==> src/rtl/icache_pkg.sv <==
// icache_pkg: geometry (INDEX_BITS, WORD_OFS_BITS, TAG_BITS), address field positions, FSM states, word address helper
package icache_pkg;
  localparam int INDEX_BITS = 4;
  localparam int WORD_OFS_BITS = 2;
  localparam int TAG_BITS = 32 - 2 - WORD_OFS_BITS - INDEX_BITS;
  localparam int LINE_BITS = TAG_BITS + INDEX_BITS;
  localparam int LINES = 1 << INDEX_BITS;
  localparam int OFS_LO = 2;
  localparam int IDX_LO = OFS_LO + WORD_OFS_BITS;
  localparam int TAG_LO = IDX_LO + INDEX_BITS;
  localparam logic [WORD_OFS_BITS-1:0] LAST_WORD = '1;
  typedef enum logic [1:0] {IDLE, FILL, DONE} state_t;
  function automatic logic [31:0] word_addr(input logic [LINE_BITS-1:0] line, input logic [WORD_OFS_BITS-1:0] ofs);
    return {line, ofs, 2'b00};
  endfunction
endpackage

==> src/rtl/icache_direct_if.sv <==
// icache_direct_if: fetch bus (fetch_addr, instr_valid, instr) and fill bus (mem_req, mem_addr, mem_ack, mem_data); slave = cache, master = fetcher/memory
interface icache_direct_if;
  logic [31:0] fetch_addr;
  logic instr_valid;
  logic [31:0] instr;
  logic mem_req;
  logic [31:0] mem_addr;
  logic mem_ack;
  logic [31:0] mem_data;
  modport slave (input fetch_addr, mem_ack, mem_data, output instr_valid, instr, mem_req, mem_addr);
  modport master (output fetch_addr, mem_ack, mem_data, input instr_valid, instr, mem_req, mem_addr);
endinterface

==> src/rtl/icache_data_array.sv <==
// icache_data_array: line data store, sync write / async read; ports clk, we, waddr, wdata, raddr, rdata
module icache_data_array #(
  parameter int AW = 6
) (
  input  logic clk,
  input  logic we,
  input  logic [AW-1:0] waddr,
  input  logic [31:0] wdata,
  input  logic [AW-1:0] raddr,
  output logic [31:0] rdata
);
  logic [31:0] mem [2**AW];
  always_ff @(posedge clk)
    if (we) mem[waddr] <= wdata;
  assign rdata = mem[raddr];
endmodule

==> src/rtl/icache_direct.sv <==
// icache_direct: direct-mapped I-cache; ports clk, rst (async, active-low), rdy (freeze), bus (fetch + fill), perf_hits/perf_misses when ICACHE_PERF_EN
module icache_direct
  import icache_pkg::*;
(
  input  logic clk,
  input  logic rst,
  input  logic rdy,
  icache_direct_if.slave bus
`ifdef ICACHE_PERF_EN
  ,
  output logic [31:0] perf_hits,
  output logic [31:0] perf_misses
`endif
);
  state_t state;
  logic [LINES-1:0] valid;
  logic [TAG_BITS-1:0] tags [LINES];
  logic [LINE_BITS-1:0] line;
  logic [WORD_OFS_BITS-1:0] cnt;
  logic mem_req;
  logic [TAG_BITS-1:0] f_tag;
  logic [INDEX_BITS-1:0] f_idx;
  logic [INDEX_BITS-1:0] l_idx;
  logic [WORD_OFS_BITS-1:0] f_ofs;
  logic [31:0] rdata;
  logic hit;
  logic fill_ack;
  logic last;
  logic unused_ok;
  assign f_tag = bus.fetch_addr[31:TAG_LO];
  assign f_idx = bus.fetch_addr[TAG_LO-1:IDX_LO];
  assign f_ofs = bus.fetch_addr[IDX_LO-1:OFS_LO];
  assign unused_ok = ^bus.fetch_addr[OFS_LO-1:0];
  assign l_idx = line[INDEX_BITS-1:0];
  assign hit = valid[f_idx] && tags[f_idx] == f_tag && state == IDLE && rdy;
  assign fill_ack = state == FILL && rdy && bus.mem_ack;
  assign last = cnt == LAST_WORD;
  assign bus.instr_valid = hit;
  assign bus.instr = hit ? rdata : '0;
  assign bus.mem_req = mem_req;
  assign bus.mem_addr = word_addr(line, cnt);
  always_ff @(posedge clk or negedge rst)
    if (!rst) begin
      state <= IDLE;
      valid <= '0;
      line <= '0;
      cnt <= '0;
      mem_req <= 1'b0;
    end else if (rdy)
      case (state)
        IDLE: if (!hit) begin
          line <= bus.fetch_addr[31:IDX_LO];
          cnt <= '0;
          valid[f_idx] <= 1'b0;
          mem_req <= 1'b1;
          state <= FILL;
        end
        FILL: if (bus.mem_ack) begin
          cnt <= cnt + 1'b1;
          if (last) begin
            valid[l_idx] <= 1'b1;
            mem_req <= 1'b0;
            state <= DONE;
          end
        end
        default: state <= IDLE;
      endcase
  always_ff @(posedge clk)
    if (fill_ack && last) tags[l_idx] <= line[LINE_BITS-1:INDEX_BITS];
  icache_data_array #(.AW(INDEX_BITS + WORD_OFS_BITS)) u_data (
    .clk(clk),
    .we(fill_ack),
    .waddr({l_idx, cnt}),
    .wdata(bus.mem_data),
    .raddr({f_idx, f_ofs}),
    .rdata(rdata)
  );
`ifdef ICACHE_PERF_EN
  logic miss;
  assign miss = state == IDLE && rdy && !hit;
  always_ff @(posedge clk or negedge rst)
    if (!rst) begin
      perf_hits <= '0;
      perf_misses <= '0;
    end else begin
      if (hit && !(&perf_hits)) perf_hits <= perf_hits + 1'b1;
      if (miss && !(&perf_misses)) perf_misses <= perf_misses + 1'b1;
    end
`endif
endmodule

==> src/flat_wrapper.sv <==
// flat-port wrapper written by rule: the top's interface ports become plain ports
module icache_direct_flat import icache_pkg::*;
  (clk, rst, rdy, bus_fetch_addr, bus_mem_ack, bus_mem_data, bus_instr_valid, bus_instr, bus_mem_req, bus_mem_addr);
  icache_direct_if bus_i ();
  input  logic clk;
  input  logic rst;
  input  logic rdy;
  input wire logic [$bits(bus_i.fetch_addr)-1:0] bus_fetch_addr;
  input wire logic [$bits(bus_i.mem_ack)-1:0] bus_mem_ack;
  input wire logic [$bits(bus_i.mem_data)-1:0] bus_mem_data;
  output wire logic [$bits(bus_i.instr_valid)-1:0] bus_instr_valid;
  output wire logic [$bits(bus_i.instr)-1:0] bus_instr;
  output wire logic [$bits(bus_i.mem_req)-1:0] bus_mem_req;
  output wire logic [$bits(bus_i.mem_addr)-1:0] bus_mem_addr;
  assign bus_i.fetch_addr = bus_fetch_addr;
  assign bus_i.mem_ack = bus_mem_ack;
  assign bus_i.mem_data = bus_mem_data;
  assign bus_instr_valid = bus_i.instr_valid;
  assign bus_instr = bus_i.instr;
  assign bus_mem_req = bus_i.mem_req;
  assign bus_mem_addr = bus_i.mem_addr;
  icache_direct u_core (.clk(clk), .rst(rst), .rdy(rdy), .bus(bus_i));
endmodule
==> config.mk <==
export PLATFORM = sky130hd
export DESIGN_NAME = icache_direct_flat
export DESIGN_NICKNAME = d
export VERILOG_FILES = /design/src/rtl/icache_pkg.sv /design/src/rtl/icache_direct_if.sv /design/src/rtl/icache_data_array.sv /design/src/rtl/icache_direct.sv /design/src/flat_wrapper.sv
export SDC_FILE = /design/constraint.sdc
export NUM_CORES = 2
export LEC_CHECK = 0
export BUFFER_PORTS_ARGS = -buffer_cell sky130_fd_sc_hd__buf_4
export CAP_MARGIN = 0
export CORE_MARGIN = 2
export CORE_UTILIZATION = 51
export CTS_CLUSTER_SIZE = 16
export DETAILED_ROUTE_END_ITERATION = 8
export PLACE_DENSITY = 0.67
export RECOVER_POWER = 100
export SYNTH_ARGS = -nofsm -noshare
export SYNTH_HDL_FRONTEND = slang
export SYNTH_SLANG_ARGS = --single-unit
export TNS_END_PERCENT = 30
==> constraint.sdc <==
create_clock -name clk -period 3.75 [get_ports clk]
set_clock_uncertainty 0.05 [all_clocks]
set_input_delay 0.375 -clock clk [delete_from_list [all_inputs] [get_ports clk]]
set_output_delay 0.375 -clock clk [all_outputs]
set_load 0.01 [all_outputs]
Yosys cells after proc, flatten, opt, wreduce, memory -nomap -nowiden. Memories as Yosys holds them, arrays and structs flattened. Index checks and enable logic that the tools add are counted.

$add $sub $neg: 1. Order comparisons: 4. Equal/unequal tests: 6. Multiplexer cells: 26. Bitwise operators: 4. Reductions and logical operators: 14.

Operators by type and width (count): two-way mux 16 bit (3); two-way mux 32 bit (1); one-hot mux 16 bit (2 select lines) (1); == test 24 bit (1); AND 16 bit (1); inverter 16 bit (1); bitwise OR 16 bit (1); less-than comparator 4 x 5 -> 1 bit, second input constant (2); two-way mux 1 bit (10); two-way mux 2 bit (5); demux 1 bit (select 4 bit) (2); greater-or-equal comparator 4 x 1 -> 1 bit, second input constant (2); logical AND 1 bit (8); one-hot mux 2 bit (2 select lines) (2); AND reduction 4 bit (2); AND reduction 5 bit (1); binary-select mux 1 bit (select 4 bit) (1); != test 2 bit, second input constant (2); AND reduction 3 bit (1); adder 2 x 1 -> 2 bit, second input constant (1); == test 2 x 1 -> 1 bit, second input constant (1); == test 2 bit, second input constant (1); zero test 2 bit (1); != test 2 x 1 -> 1 bit, second input constant (1); 3 further kinds (3).

Register bits: 49. Bits in writable memories: 2432. Input port bits: 68. Output and inout port bits: 66. Logic and storage cells: 62. Memories kept: 2.

Memories: u_core.u_data.mem (depth 64, bits a word 32, read ports 1, clocked after Yosys merged registers in 0, wr ports 1, RTL line icache_data_array.sv:12) `logic [31:0] mem [2**AW];`; u_core.tags (depth 16, bits a word 24, read ports 1, clocked after Yosys merged registers in 0, wr ports 1, RTL line icache_direct.sv:17) `logic [TAG_BITS-1:0] tags [LINES];`.

Longest topological paths before layout.
Word-level depth: 8. Mapped depth: 16. Mapped depth without buffers: 9.

Cells and area by module. From an unflattened synthesis, not the netlist that was laid out.

Cells, all modules: 4256. Area, all modules: 95640.5 sq um.

Modules (own cells, without submodules): icache_data_array (instances 1, cells an instance 3292, area an instance 77874.7 sq um, sequential area each 61499.0 sq um); icache_direct (instances 1, cells an instance 964, area an instance 17765.8 sq um, sequential area each 12757.2 sq um).

Worst setup path before layout. OpenSTA, ideal clock, no wires.

Kind: input -> output. From: input port bus_fetch_addr[4]. To: output port bus_instr[15]. Arrival: 3131 ps. Required time: 3325 ps. Path slack: 194 ps. Stages on the path: 14. Path buffers: 5. Cells stage by stage: buf_6 > buf_6 > buf_6 > mux4_2 > nand2_1 > o311ai_1 > o31ai_1 > o2111ai_1 > a2111oi_2 > nand4_2 > or2_1 > buf_6 > buf_2 > a211oi_1.

Cells in the longest elaborated chain, start to end: 6. Elaborated cells on any way between the ends: 9. Those cells by class: eq/ne (1); mux (3); reduce/logical (3); memory (2).

Ends and longest elaborated chain: start: declaration (RTL line flat_wrapper.sv:8) `input wire logic [$bits(bus_i.fetch_addr)-1:0] bus_fetch_addr;`; memory read (16 x 24 bit) or binary-select mux 1 bit (select 4 bit) (tied branches); == test 24 bit or two-way mux 1 bit (tied branches) (RTL line icache_direct.sv:35) `assign hit = valid[f_idx] && tags[f_idx] == f_tag && state == IDLE && rdy;`; logical AND 1 bit (3 in a row) (RTL line icache_direct.sv:35); two-way mux 32 bit (*) (RTL line icache_direct.sv:39) `assign bus.instr = hit ? rdata : '0;`; end: declaration (RTL line flat_wrapper.sv:12) `output wire logic [$bits(bus_i.instr)-1:0] bus_instr;`.

Every way passes the cells marked *; elsewhere a longest branch is shown, timed or not. The select of a mux whose other input is x is not followed.

Final worst setup path.
From: memory u_core.tags[15][5] in the netlist's numbering. To: output port bus_instr[16].

Cells in the longest elaborated chain, start to end: 6.

Ends and longest elaborated chain (RTL line): start: declaration (icache_direct.sv:17); memory read (16 x 24 bit); == test 24 bit (icache_direct.sv:35); logical AND 1 bit (3 in a row) (icache_direct.sv:35); two-way mux 32 bit (icache_direct.sv:39).

Every way passes these cells.

==> out/metrics.yaml <==
io_pins: 134
swShare_pct: 23.1
hold_slack_ns: 0.0948
syn_avg_cell_area_sq_um: 23.1
status: "finished with violations"
place_inst: 6955
worstPathArrival_ns: 4.21
die-area_sq_mm: 0.189
final_cells: 7459
synth_edf_count: 2432
p_leak_nw: 35.1
rows: 158
io_buffers: 129
core_sq_mm: 0.185
multi_input_area_sq_mm: 0.0198
cp.required_ns: 3.32
tns_ns: -28.48
gr-total-overflow: 0
grt_pass1_wl_mm: 381
hpwl_mm: 165
most-common-layout-cells: "2432 x edfxtp_1, 628 x mux4_2, 338 x buf_4"
start_util_pct: 51.2
maxCapViolations: 34
worstSetupPathType: "reg -> out"
cp-start-kind: "flip-flop"
fin_crit_sh_pct: 124
nets: 4840
syn_area_sq_mm: 0.0946
synthArstFlopShare_pct: 1.98
nFillCells: 12900
netlist_top_cells_area: "edfxtp_1 77%, mux4_2 15%, dfrtp_1 1.3%, o22ai_1 0.99%, mux2i_1 0.88%"
post-route-min-period_ns: 4.64
drc: 0
cts_tree: "done"
max_freq_mhz: 216
ant_nets: 0
pwr-share-clk_pct: 38.3
yosys.cell_types.count: 68
internal_power_w: 0.0463
post_drt_via_cell_ratio: 6.61
seqPwrFrac_pct: 54.3
min_path_type: "in -> reg"
drt_iter0_drc: 7609
ir_worst_vdd_mv: 0.493
tightest_slew_ns: 3.06
rsz0062_at_grt: "true"
gp_congestion: 0.878
wl_mm: 278
synth_warnings: 0
power_switching_w: 0.0139
grt_pass1_vias: 47800
clk_pin_slew_ns: 0.07
root_buffer: "clkbuf_16"
mostFrequentLayoutCell: "edfxtp_1"
insertion_delay_ns: 0.88
cts_buffers: 234
power.density_mw_per_mm2: 547
drt_first_pass_iters: 5
h-tree-depth: 4
synth_ff_type: "edfxtp_1"
p_comb_share_pct: 7.3
drv_slew: 2163
yosys.area.top_type: "edfxtp_1"
crit_fanout: 21
maxSlewHeadroom_pct: -104
die_y_microns: 435
setup_ws_ns: -0.890
clock_path_buffers: 3
finalHoldViolations: 0
cts.sinks: 2481
antenna_found_initial: 11
die_w_microns: 435
finalPower_w: 0.0603
seq_area_frac_synth_pct: 78.5
seq_area_sq_mm: 0.0743
cp-end-kind: "output port"
drive_gt1_share_pct: 32.2
vias: 49300
synthToLayoutAreaGrowth_pct: 16.4
track_usage_pct: 29.6
grt_max_degree: 70
violations: "max-capacitance violations, max-slew violations, negative setup slack"
synth_cells: 4091
setup_violations: 94
synth_top_area_share_pct: 77.2
synth_seq_cells: 2481
wl_per_cell_microns: 37.3
-- power by group through the flow --
| stage | clock [W] | combinational (W) | sequential (W) |
|---|---|---|---|
| 3_5_place_dp | 0 | 0.00460 | 0.0333 |
| 4_1_cts | 0.0233 | 0.00469 | 0.0327 |
| 6_report | 0.0231 | 0.00442 | 0.0327 |
| 5_1_grt | 0.0243 | 0.00463 | 0.0328 |
| 3_3_place_gp | 0 | 0.00456 | 0.0332 |
| 2_1_floorplan | 0 | 0.00212 | 0.0329 |
-- cell usage after synthesis (3+ instances only) --
library cell / number
edfxtp_1: 2432
mux4_2: 628
o22ai_1: 150
nor2_1: 137
clkbuf_1: 95
mux2i_1: 83
buf_2: 65
nand2_1: 60
dfrtp_1: 49
mux2_2: 49
o21ai_0: 32
buf_1: 27
nor3_1: 22
o22a_1: 21
a211oi_1: 17
inv_1: 15
nand3_1: 14
xnor2_1: 14
buf_4: 12
a22oi_1: 11
buf_6: 11
or4_1: 10
nor2b_1: 9
nor4_1: 9
xor2_1: 9
a21oi_1: 8
nand2b_1: 8
a22o_1: 7
or3_1: 7
a2111oi_0: 6
a221oi_1: 6
and2_1: 6
a2111oi_2: 4
a221o_1: 4
o221ai_1: 4
a2bb2oi_1: 3
nand3b_1: 3
o211ai_1: 3
o32ai_1: 3
-- sequential cells by signal, summed over array words and instances, names as in the netlist --
register            count
u_core.bus.mem_req      1
u_core.cnt              2
u_core.line            28
u_core.state            2
u_core.tags           384
u_core.u_data.mem    2048
u_core.valid           16
-- stage by stage --
step | area [sq um] | worst slack (ns) | util (%)
floorplan | 94600 | 0.194 | -
global placement | 103000 | -1.03 | 55.7
detailed placement | 103000 | -1.08 | 55.7
CTS | 111000 | -0.956 | 60.2
global route | 110000 | -1.02 | 59.6
finish | 110000 | -0.890 | 59.6
-- layer usage --
metal | track usage, % | part of all wire [%] | vias to the layer above
met5 | 0 | 0.017 | -
met4 | 11.4 | 4.8 | 6
met3 | 6.46 | 11 | 559
met2 | 46.4 | 47 | 3257
met1 | 41.3 | 37 | 26500
li1 | - | - | 18900
-- timing repair --
item | in CTS | in global routing
buffers inserted | 3 | 0
endpoints found under the setup margin | 33 | 33
pin swaps | 12 | 12
hold buffers | 59 | 0
resized for setup | 33 | 10
hold endpoints to repair | 1986 | 0
-- kinds of logic after synthesis --
logic type	Yosys count	synth area share (%)
flops	2481	78.5
buf+inv	227	1.13
compound gates	298	2.22
other cells	1	0.00397
fa+ha+maj	1	0.0132
mux	761	16.4
xor+xnor	23	0.213
simple gates	299	1.47
-- layout make-up --
| type | instances | area share [%] |
|---|---|---|
| inverter | 16 | 0.0546 |
| clock inverter | 143 | 1.20 |
| antenna | 4 | 0.00909 |
| clock buffer | 297 | 5.62 |
| timing repair buffer | 654 | 4.85 |
| tap | 2480 | 2.82 |
| multi-input combinational | 1384 | 18.0 |
| sequential | 2481 | 67.5 |
-- worst paths after layout --
| path | startpoint | to | slack (ns) | cells after the start |
|---|---|---|---|---|
| setup / recovery | u_core.tags[15][5] | bus_instr[16] | -0.89 | 12 |
| setup reg to reg | u_core.state[1] | u_core.u_data.mem[46][31] | -0.08 | 8 |
| min in group asynchronous | rst | u_core.line[8] | 0.99 | 2 |
| hold reg to reg | u_core.valid[10] | u_core.valid[10] | 0.46 | 1 |
| max in group asynchronous | rst | u_core.bus.mem_req | 0.87 | 2 |
| hold / removal | bus_fetch_addr[6] | u_core.line[2] | 0.09 | 3 |
-- worst max-delay path, cell delays in order (launching register included) --
cell      delay, ns
edfxtp_1       0.36
mux4_2         0.49
a22o_1         0.23
a22oi_2        0.13
nand3_2        0.13
o31a_1         0.32
nor4_2         0.31
nand4_2        0.20
or2_4          0.35
buf_4          0.18
buf_12         0.18
a311oi_2       0.23
buf_4          0.17
Note: power is estimated with default switching activity, not from simulation.
